===== config.mk =====
export PLATFORM = sky130hd
export DESIGN_NAME = rv32v_lsc_sequencer
export DESIGN_NICKNAME = d
export VERILOG_FILES = /design/src/rtl/rv32v_types_pkg.sv /design/src/rtl/rv32v_lane_addr_gen.sv /design/src/rtl/rv32v_lsc_sequencer.sv
export SDC_FILE = /design/constraint.sdc
export NUM_CORES = 1
export LEC_CHECK = 0
export ABC_AREA = 1
export CAP_MARGIN = 20
export CORE_AREA = 2 2 294 296
export DETAILED_ROUTE_END_ITERATION = 10
export DIE_AREA = 0 0 296 298
export RECOVER_POWER = 25
export SLEW_MARGIN = 20
export SYNTH_ARGS = -nofsm -noshare
export SYNTH_HDL_FRONTEND = slang
export SYNTH_SLANG_ARGS = --single-unit

===== constraint.sdc =====
create_clock -name CLK -period 14.93 [get_ports CLK]
set_clock_uncertainty 0.1 [all_clocks]
set_input_delay 3.7325 -clock CLK [delete_from_list [all_inputs] [get_ports CLK]]
set_output_delay 3.7325 -clock CLK [all_outputs]
set_load 0.01 [all_outputs]

===== src/rtl/rv32v_types_pkg.sv =====
// ----------------------------------------------------------------------------
// rv32v_types_pkg
//   Shared types for the vector load-store path.
//   NUM_LANES    : lanes per vector memory beat
//   vseq_state_t : vector memory sequencer FSM states
//   vmem_eew_t   : element width encoding from vector issue
//   load_t       : LSC load type (RISC-V funct3 encoding, reused as store size)
//   eew_to_load  : element width -> zero-extending load type
// ----------------------------------------------------------------------------
package rv32v_types_pkg;

   localparam int unsigned NUM_LANES = 4;

   typedef enum logic [1:0] {
      IDLE  = 2'd0,
      ISSUE = 2'd1,
      DONE  = 2'd2,
      FAULT = 2'd3
   } vseq_state_t;

   typedef enum logic [1:0] {
      EEW8     = 2'b00,
      EEW16    = 2'b01,
      EEW32    = 2'b10,
      EEW_RSVD = 2'b11
   } vmem_eew_t;

   typedef enum logic [2:0] {
      LB  = 3'b000,
      LH  = 3'b001,
      LW  = 3'b010,
      LBU = 3'b100,
      LHU = 3'b101
   } load_t;

   // The reserved width is handled as a full word.
   function automatic load_t eew_to_load(input vmem_eew_t eew);
      load_t lt;
      case (eew)
         EEW8:    lt = LBU;
         EEW16:   lt = LHU;
         default: lt = LW;
      endcase
      return lt;
   endfunction

endpackage


===== src/rtl/rv32v_lane_addr_gen.sv =====
// ----------------------------------------------------------------------------
// rv32v_lane_addr_gen
//   Combinational per-lane address and lane-enable generation for one beat.
//   lane_base_i : byte address of lane 0 in the current beat
//   stride_i    : byte stride between consecutive elements (two's complement)
//   beat_i      : current beat index
//   vl_i        : element count of the instruction
//   addr_o      : per-lane byte addresses, lane i at [i*32 +: 32]
//   ven_o       : lane i enabled when its element index is below vl
// ----------------------------------------------------------------------------
module rv32v_lane_addr_gen #(
   parameter int unsigned NUM_LANES = 4,
   parameter int unsigned VL_W      = 6
) (
   input  logic [31:0]             lane_base_i,
   input  logic [31:0]             stride_i,
   input  logic [VL_W-1:0]         beat_i,
   input  logic [VL_W-1:0]         vl_i,
   output logic [NUM_LANES*32-1:0] addr_o,
   output logic [NUM_LANES-1:0]    ven_o
);

   always_comb begin
      addr_o = '0;
      ven_o  = '0;
      for (int unsigned i = 0; i < NUM_LANES; i++) begin
         // 32-bit arithmetic: wraps silently, negative strides work as two's complement
         addr_o[i*32 +: 32] = lane_base_i + stride_i * i;
         ven_o[i]           = (32'(beat_i) * NUM_LANES + i) < 32'(vl_i);
      end
   end

endmodule


===== src/rtl/rv32v_lsc_sequencer.sv =====
// ----------------------------------------------------------------------------
// rv32v_lsc_sequencer
//   Breaks one unit-stride or strided vector load/store into NUM_LANES-wide
//   beats toward the load-store controller, returns load data per beat and
//   reports completion or a misaligned-address fault.
//   Request side : req_valid/req_ready handshake, req_store, req_base,
//                  req_stride, req_vl, req_eew
//   Store data   : st_data for the beat named by st_beat (combinational)
//   LSC side     : lsc_ren/lsc_wen, lsc_addr_wide, lsc_ven_lanes,
//                  lsc_load_type, lsc_store_data; lsc_ready, lsc_mal_addr,
//                  lsc_dload_wide returned
//   Writeback    : wb_valid pulse with wb_beat, wb_data, wb_mask
//   Status       : done / fault pulses, fault_beat held until next accept
// ----------------------------------------------------------------------------
module rv32v_lsc_sequencer
   import rv32v_types_pkg::*;
#(
   parameter int unsigned NUM_LANES = rv32v_types_pkg::NUM_LANES,
   parameter int unsigned VL_W      = 6
) (
   input  logic                    CLK,
   input  logic                    RST,
   input  logic                    req_valid,
   output logic                    req_ready,
   input  logic                    req_store,
   input  logic [31:0]             req_base,
   input  logic [31:0]             req_stride,
   input  logic [VL_W-1:0]         req_vl,
   input  logic [1:0]              req_eew,
   input  logic [NUM_LANES*32-1:0] st_data,
   output logic [VL_W-1:0]         st_beat,
   output logic                    lsc_ren,
   output logic                    lsc_wen,
   output logic [NUM_LANES*32-1:0] lsc_addr_wide,
   output logic [NUM_LANES-1:0]    lsc_ven_lanes,
   output load_t                   lsc_load_type,
   output logic [NUM_LANES*32-1:0] lsc_store_data,
   input  logic                    lsc_ready,
   input  logic                    lsc_mal_addr,
   input  logic [NUM_LANES*32-1:0] lsc_dload_wide,
   output logic                    wb_valid,
   output logic [VL_W-1:0]         wb_beat,
   output logic [NUM_LANES*32-1:0] wb_data,
   output logic [NUM_LANES-1:0]    wb_mask,
   output logic                    done,
   output logic                    fault,
   output logic [VL_W-1:0]         fault_beat
);

   vseq_state_t               state_q, state_d;
   logic                      store_q;
   logic [31:0]               stride_q;
   logic [31:0]               lane_base_q;
   logic [VL_W-1:0]           vl_q;
   logic [VL_W-1:0]           beat_q;
   vmem_eew_t                 eew_q;
   logic [VL_W-1:0]           fault_beat_q;
   logic                      wb_valid_q;
   logic [VL_W-1:0]           wb_beat_q;
   logic [NUM_LANES*32-1:0]   wb_data_q;
   logic [NUM_LANES-1:0]      wb_mask_q;

   logic [NUM_LANES*32-1:0]   addr;
   logic [NUM_LANES-1:0]      ven;
   logic                      issuing;
   logic                      accept;
   logic                      beat_ok;
   logic                      beat_bad;
   logic [VL_W-1:0]           vl_m1;
   logic [VL_W-1:0]           last_beat;
   logic                      is_last;

   rv32v_lane_addr_gen #(
      .NUM_LANES (NUM_LANES),
      .VL_W      (VL_W)
   ) u_addr_gen (
      .lane_base_i (lane_base_q),
      .stride_i    (stride_q),
      .beat_i      (beat_q),
      .vl_i        (vl_q),
      .addr_o      (addr),
      .ven_o       (ven)
   );

   assign issuing  = (state_q == ISSUE);
   assign accept   = req_valid && req_ready;
   assign beat_ok  = issuing && lsc_ready && !lsc_mal_addr;
   assign beat_bad = issuing && lsc_ready &&  lsc_mal_addr;

   // Last beat = ceil(vl/NUM_LANES)-1 = (vl-1)/NUM_LANES; vl is nonzero in ISSUE.
   assign vl_m1     = vl_q - VL_W'(1);
   assign last_beat = VL_W'(32'(vl_m1) / NUM_LANES);
   assign is_last   = (beat_q == last_beat);

   always_comb begin
      state_d = state_q;
      case (state_q)
         IDLE:    if (accept) state_d = (req_vl == '0) ? DONE : ISSUE;
         ISSUE:   begin
                     if (beat_bad)                 state_d = FAULT;
                     else if (beat_ok && is_last)  state_d = DONE;
                  end
         DONE:    state_d = IDLE;
         FAULT:   state_d = IDLE;
         default: state_d = IDLE;
      endcase
   end

   always_ff @(posedge CLK or posedge RST) begin
      if (RST) begin
         state_q      <= IDLE;
         store_q      <= 1'b0;
         stride_q     <= '0;
         lane_base_q  <= '0;
         vl_q         <= '0;
         beat_q       <= '0;
         eew_q        <= EEW8;
         fault_beat_q <= '0;
         wb_valid_q   <= 1'b0;
         wb_beat_q    <= '0;
         wb_data_q    <= '0;
         wb_mask_q    <= '0;
      end else begin
         state_q    <= state_d;
         wb_valid_q <= 1'b0;
         if (accept) begin
            store_q      <= req_store;
            stride_q     <= req_stride;
            vl_q         <= req_vl;
            eew_q        <= vmem_eew_t'(req_eew);
            lane_base_q  <= req_base;
            beat_q       <= '0;
            fault_beat_q <= '0;
         end
         if (beat_ok) begin
            beat_q      <= beat_q + VL_W'(1);
            lane_base_q <= lane_base_q + stride_q * NUM_LANES;
            if (!store_q) begin
               wb_valid_q <= 1'b1;
               wb_beat_q  <= beat_q;
               wb_data_q  <= lsc_dload_wide;
               wb_mask_q  <= ven;
            end
         end
         if (beat_bad) fault_beat_q <= beat_q;
      end
   end

   // req_ready is held low while reset is asserted so every output reads 0 in reset.
   assign req_ready     = (state_q == IDLE) && !RST;
   assign lsc_ren       = issuing && !store_q;
   assign lsc_wen       = issuing &&  store_q;
   assign lsc_addr_wide = addr;
   assign lsc_ven_lanes = issuing ? ven : '0;
   assign lsc_load_type = issuing ? eew_to_load(eew_q) : LB;
   assign st_beat       = beat_q;

   always_comb begin
      lsc_store_data = '0;
      for (int unsigned i = 0; i < NUM_LANES; i++)
         lsc_store_data[i*32 +: 32] = lsc_ven_lanes[i] ? st_data[i*32 +: 32] : 32'h0;
   end

   assign wb_valid   = wb_valid_q;
   assign wb_beat    = wb_beat_q;
   assign wb_data    = wb_data_q;
   assign wb_mask    = wb_mask_q;
   assign done       = (state_q == DONE);
   assign fault      = (state_q == FAULT);
   assign fault_beat = fault_beat_q;

endmodule


---- After elaboration in Yosys (flattened, before gate mapping) ----
Index checks and enable logic that the tools add are counted.
storage, ports and cells
  output and inout port bits .............. 419
  register bits ........................... 226
cells by class
  order comparisons ....................... 4
  $mul .................................... 1
  bitwise gates (word level) .............. 1
  reduce and logical (&&, ||, !) cells .... 19
  eq/ne operators ......................... 7
  mux-type cells .......................... 19
  add/sub/neg operators ................... 9
operators with widths
  cell                                                                  number
  32-bit two-way mux                                                    6
  32-bit adder                                                          4
  32-bit by 6-bit less-than comparator with 1-bit output                3
  32-bit by 2-bit multiplier with 32-bit output, second input constant  1
  8-bit by 2-bit adder with 9-bit output, second input constant         2
  6-bit two-way mux                                                     3
  8-bit by 1-bit adder with 9-bit output, second input constant         1
  1-bit logical AND                                                     8
  8-bit by 6-bit less-than comparator with 1-bit output                 1
  2-bit two-way mux                                                     4
  6-bit by 1-bit adder with 6-bit output, second input constant         1
  6-bit by 4-bit == test with 1-bit output                              1
  6-bit zero test                                                       1
  2-bit case mux with 3 select lines                                    1
  3-bit case mux with 2 select lines                                    1
  6-bit by 1-bit subtractor with 6-bit output, second input constant    1
  2-bit by 1-bit == test with 1-bit output, second input constant       2
  2-bit == test, second input constant                                  2
  2-bit zero test                                                       2
  4-bit two-way mux                                                     1
  2-bit AND reduction                                                   2
  2-bit nonzero test                                                    2
  1-bit zero test                                                       3
  3-bit two-way mux                                                     1
  5 further kinds                                                       6

---- Longest topological paths before layout ----
  depth after elaboration ................. 7
  depth in mapped cells ................... 16
  gate-level depth less buffers ........... 16

---- By module ----
From an unflattened synthesis, not the netlist that was laid out.
unflattened totals
  cells, all modules ...................... 3280
  area total of the unflattened synthesis .. 20139.3 um2
by module, submodules not included
  module               seq. area each (um2)  cells an instance  times used  area each (um2)
  rv32v_lsc_sequencer  5655.4                1753               1           12145.4
  rv32v_lane_addr_gen  0.0                   1527               1           7993.9

---- Least setup slack after synthesis ----
Ideal clock, no wire load.
  path type ............................... input port to flip-flop
  start ................................... input port RST
  end ..................................... register lane_base_q[31]
  setup slack ............................. 5.114 ns
  arrival time ............................ 9.598 ns
  required time ........................... 14.713 ns
  stages on the path ...................... 8
  cell sequence ........................... inv_1 -> and3_1 -> buf_4 -> nor2_4 -> buf_4 -> a22o_1 -> inv_1 -> nand2_1
on the way
  word-level cells in the longest chain between the ends .. 4
ends and longest elaborated chain
  item                                 RTL line                    text
  from (decl)                          rv32v_lsc_sequencer.sv:22   input logic RST,
  1-bit zero test                      rv32v_lsc_sequencer.sv:150  assign req_ready = (state_q == IDLE) && !RST;
  1-bit logical AND                    rv32v_lsc_sequencer.sv:150
  1-bit logical AND                    rv32v_lsc_sequencer.sv:86   assign accept = req_valid && req_ready;
  2-bit nonzero test (no source line)  -
  to (signal assigned)                 rv32v_lsc_sequencer.sv:131  lane_base_q <= req_base;
  to (signal assigned)                 rv32v_lsc_sequencer.sv:137  lane_base_q <= lane_base_q + stride_q * NUM_LANES;
  to (decl)                            rv32v_lsc_sequencer.sv:53   logic [31:0] lane_base_q;
Every way passes these cells.
A chain may end at the register's enable or synchronous reset.

---- Worst setup path in the final report ----
  start ................................... input port st_data[99]
  end ..................................... output port lsc_store_data[99]
on the way
  word-level cells in the longest chain between the ends .. 1
ends and longest elaborated chain
  item                RTL line                    text
  from (decl)         rv32v_lsc_sequencer.sv:30   input logic [NUM_LANES*32-1:0] st_data,
  32-bit two-way mux  rv32v_lsc_sequencer.sv:161  lsc_store_data[i*32 +: 32] = lsc_ven_lanes[i] ? st_data[i*32 +: 32] : 32'h0;
  to (decl)           rv32v_lsc_sequencer.sv:37   output logic [NUM_LANES*32-1:0] lsc_store_data,
Every way passes these cells.

==> flow_summary.ini <==
[detailed_routing]
ant_nets = 0
detail_route.iter0.violations = 1336
vias = 21550
wl_per_cell_um = 24.5
drc = 0
dr.pass1.iters = 5
vias_per_cell = 4.53
routed_wl_um = 117000

[sta]
fin_hold_ws_ns = 0.366
maxSlewViolCount = 66
hold_viol = 0
relSlewSlack_pct = -145
rsz0062_at_grt = no
setup_viol = 0
max_freq_ghz = 0.106
finalCriticalPeriod_ns = 9.44
worst_pin_slew_ns = 3.67
finalCritPeriodShare_pct = 63.2
setup_tns_ns = 0

[grt]
first_global_vias = 21570
grt_max_degree = 95
grt_pass1_wl_um = 162000
antenna_found_initial = 18
overflow = 0
grt_util_all_layers_pct = 25.9

[yosys]
syn_area_per_cell_sq_um = 6.51
yosys_warnings = 0
synth_area_sq_um = 18700
synth_top_area_cell = dfrtp_1
ys_seq_area_share_pct = 30.3
async_flop_share_pct = 100
synthCells = 2867
synth.net_count = 3361
ys_ff_latch = 226
yosysUniqueCellTypes = 40
synth_top_area_share_pct = 30.3
ys.flop_type = dfrtp_1
synth_edf_count = 0
synth.area.top_cells = dfrtp_1 (30%), nand2_1 (22%), ha_1 (8.4%)

[placed_design]
hpwl_um = 99300
gp_congestion = 1.00
dp.cells = 4704
port_buffers = 752

[layout]
fillCellCount = 9438
fin_nets = 4084
final_common_cell = nand2_1
syn_to_final_growth_pct = 51.6
final_cell_mix = nand2_1 (1,111), clkdlybuf4s50_1 (651), inv_1 (383), nor2_1 (293), dfrtp_1 (226)
stdcell_count = 4759
drive_above_1_share_pct = 2.10
multi_input_area_sq_um = 11100
regArea_sq_um = 5660

[pwr]
p_int_w = 0.00423
clkPwrFrac_pct = 8.2
switching_power_w = 0.00479
p_sw_share_pct = 53.1
power_density_nw_per_um2 = 319
ir_drop_mv = 0.268
seq_power_share_pct = 14.6
combPwrFrac_pct = 77.2
p_leak_nw = 14.3

[clock_tree]
cts_tree = yes
cts_buffers = 28
clk_pin_slew_ns = 0.06
cts_resized = 0
insertion_delay_ns = 0.60
postCtsSetupBuffers = 0
cts-root-buf = clkbuf_16
cts_hold_buffers = 0
cts_sinks = 226
clk_path_buf_depth = 3
cts-htree-levels = 1

[floorplan]
core_area_sq_um = 84900
io_pins = 753
die_h_um = 298
fp.dieArea_sq_um = 88200
initial_core_util_pct = 22.0
die_x_um = 296
num_rows = 107

[setup_path]
cp_max_fo = 1
slowest_delay_ns = 0.71
cp.arrival_ns = 5.61
crit_type = input pin to output port
required_ns = 11.10
cpMostUsedCell = clkdlybuf4s50_1
cp-end-kind = output port
startpoint_type = input pin
crit_path_top_delay_cell = clkdlybuf4s50_1
crit_chain = clkdlybuf4s50_1 -> inv_1 -> nor2_1 -> clkdlybuf4s50_1

[status]
status = complete, but fails checks
violations = max-capacitance violations, max-slew violations

[run]
max_cap_violations = 1

[min_path]
hold_class = flip-flop to flip-flop
-- cells in the mapped netlist (10+ instances only) --
master    count
xnor2_1      16
fa_1         34
nor2_1      294
a22o_1       13
inv_1       384
buf_2        37
xor2_1       46
nand3b_1     10
ha_1        126
clkbuf_1     10
nor3_1       35
buf_6        10
nand4_1      35
nand2_1    1111
nand3_1     147
dfrtp_1     226
a21oi_1     143
o21ai_0      96
o21bai_1     10
-- metrics by stage --
stage               setup WS, ns  instance area [sq um]  utilization, %  total power, W
detailed placement          5.68                  27300            32.2         0.00833
global route                5.64                  28300            33.3         0.00974
CTS                         5.67                  28300            33.3         0.00912
finish                      5.49                  28300            33.3         0.00902
global placement            5.67                  27300            32.2         0.00833
floorplan                   4.89                  18700               -         0.00474
-- critical path, delay by kind of cell --
family	cells	cell delay, ns
AND/OR/NAND/NOR	1	0.43
buffers and inverters	3	1.44
-- flip-flops by register name (all words and copies together), names as in the netlist --
signal       count
wb_data        128
lane_base_q     32
stride_q        32
fault_beat       6
st_beat          6
vl_q             6
wb_beat          6
wb_mask          4
eew_q            2
state_q          2
store_q          1
wb_valid         1
-- power by group through the flow --
| stage | logic (W) | clock network (W) | registers (W) |
|---|---|---|---|
| after floorplan | 0.00351 | 0 | 0.00123 |
| after global placement | 0.00701 | 0 | 0.00132 |
| after detailed placement | 0.00701 | 0 | 0.00132 |
| after CTS | 0.00704 | 0.000761 | 0.00132 |
| after global routing | 0.00761 | 0.000787 | 0.00135 |
| final | 0.00697 | 0.000744 | 0.00131 |
-- cell families after synthesis --
logic type,count (synthesis),share of synthesized area (%)
XOR/XNOR,62,2.91
adder cells (fa/ha/maj),160,12.1
AO/OA/AOI/OAI,303,8.96
AND/OR/NAND/NOR,1658,35.7
flip-flops,226,30.3
buffers and inverters,458,10.0
-- worst paths after layout --
kind | start | to | slack, ns | depth (start not counted)
max | st_data[99] | lsc_store_data[99] | 5.49 | 4
min | wb_data[21] | wb_data[21] | 0.37 | 2
max reg2reg | state_q[1] | wb_mask[0] | 11.09 | 8
min reg2reg | wb_data[21] | wb_data[21] | 0.37 | 2
max in group asynchronous | RST | wb_data[112] | 6.71 | 4
min in group asynchronous | RST | eew_q[1] | 3.68 | 2
-- area by class of cell --
cell class	instances	share of cell area, %
Clock inverter	16	0.779
Timing Repair Buffer	759	26.8
Multi-Input combinational cell	2183	39.4
Antenna cell	3	0.0265
Sequential cell	226	20.0
Clock buffer	36	2.73
Inverter	392	5.24
Tap cell	1144	5.06
-- metal layers --
| metal | GRT usage (%) | up-vias | share of wire, % |
|---|---|---|---|
| li1 | - | 10447 | - |
| met1 | 34.7 | 10269 | 45 |
| met2 | 44.2 | 721 | 47 |
| met3 | 4.77 | 99 | 6.2 |
| met4 | 3.66 | 14 | 1.5 |
| met5 | 0 | - | 0.079 |
(Power assumes the default switching activity.)
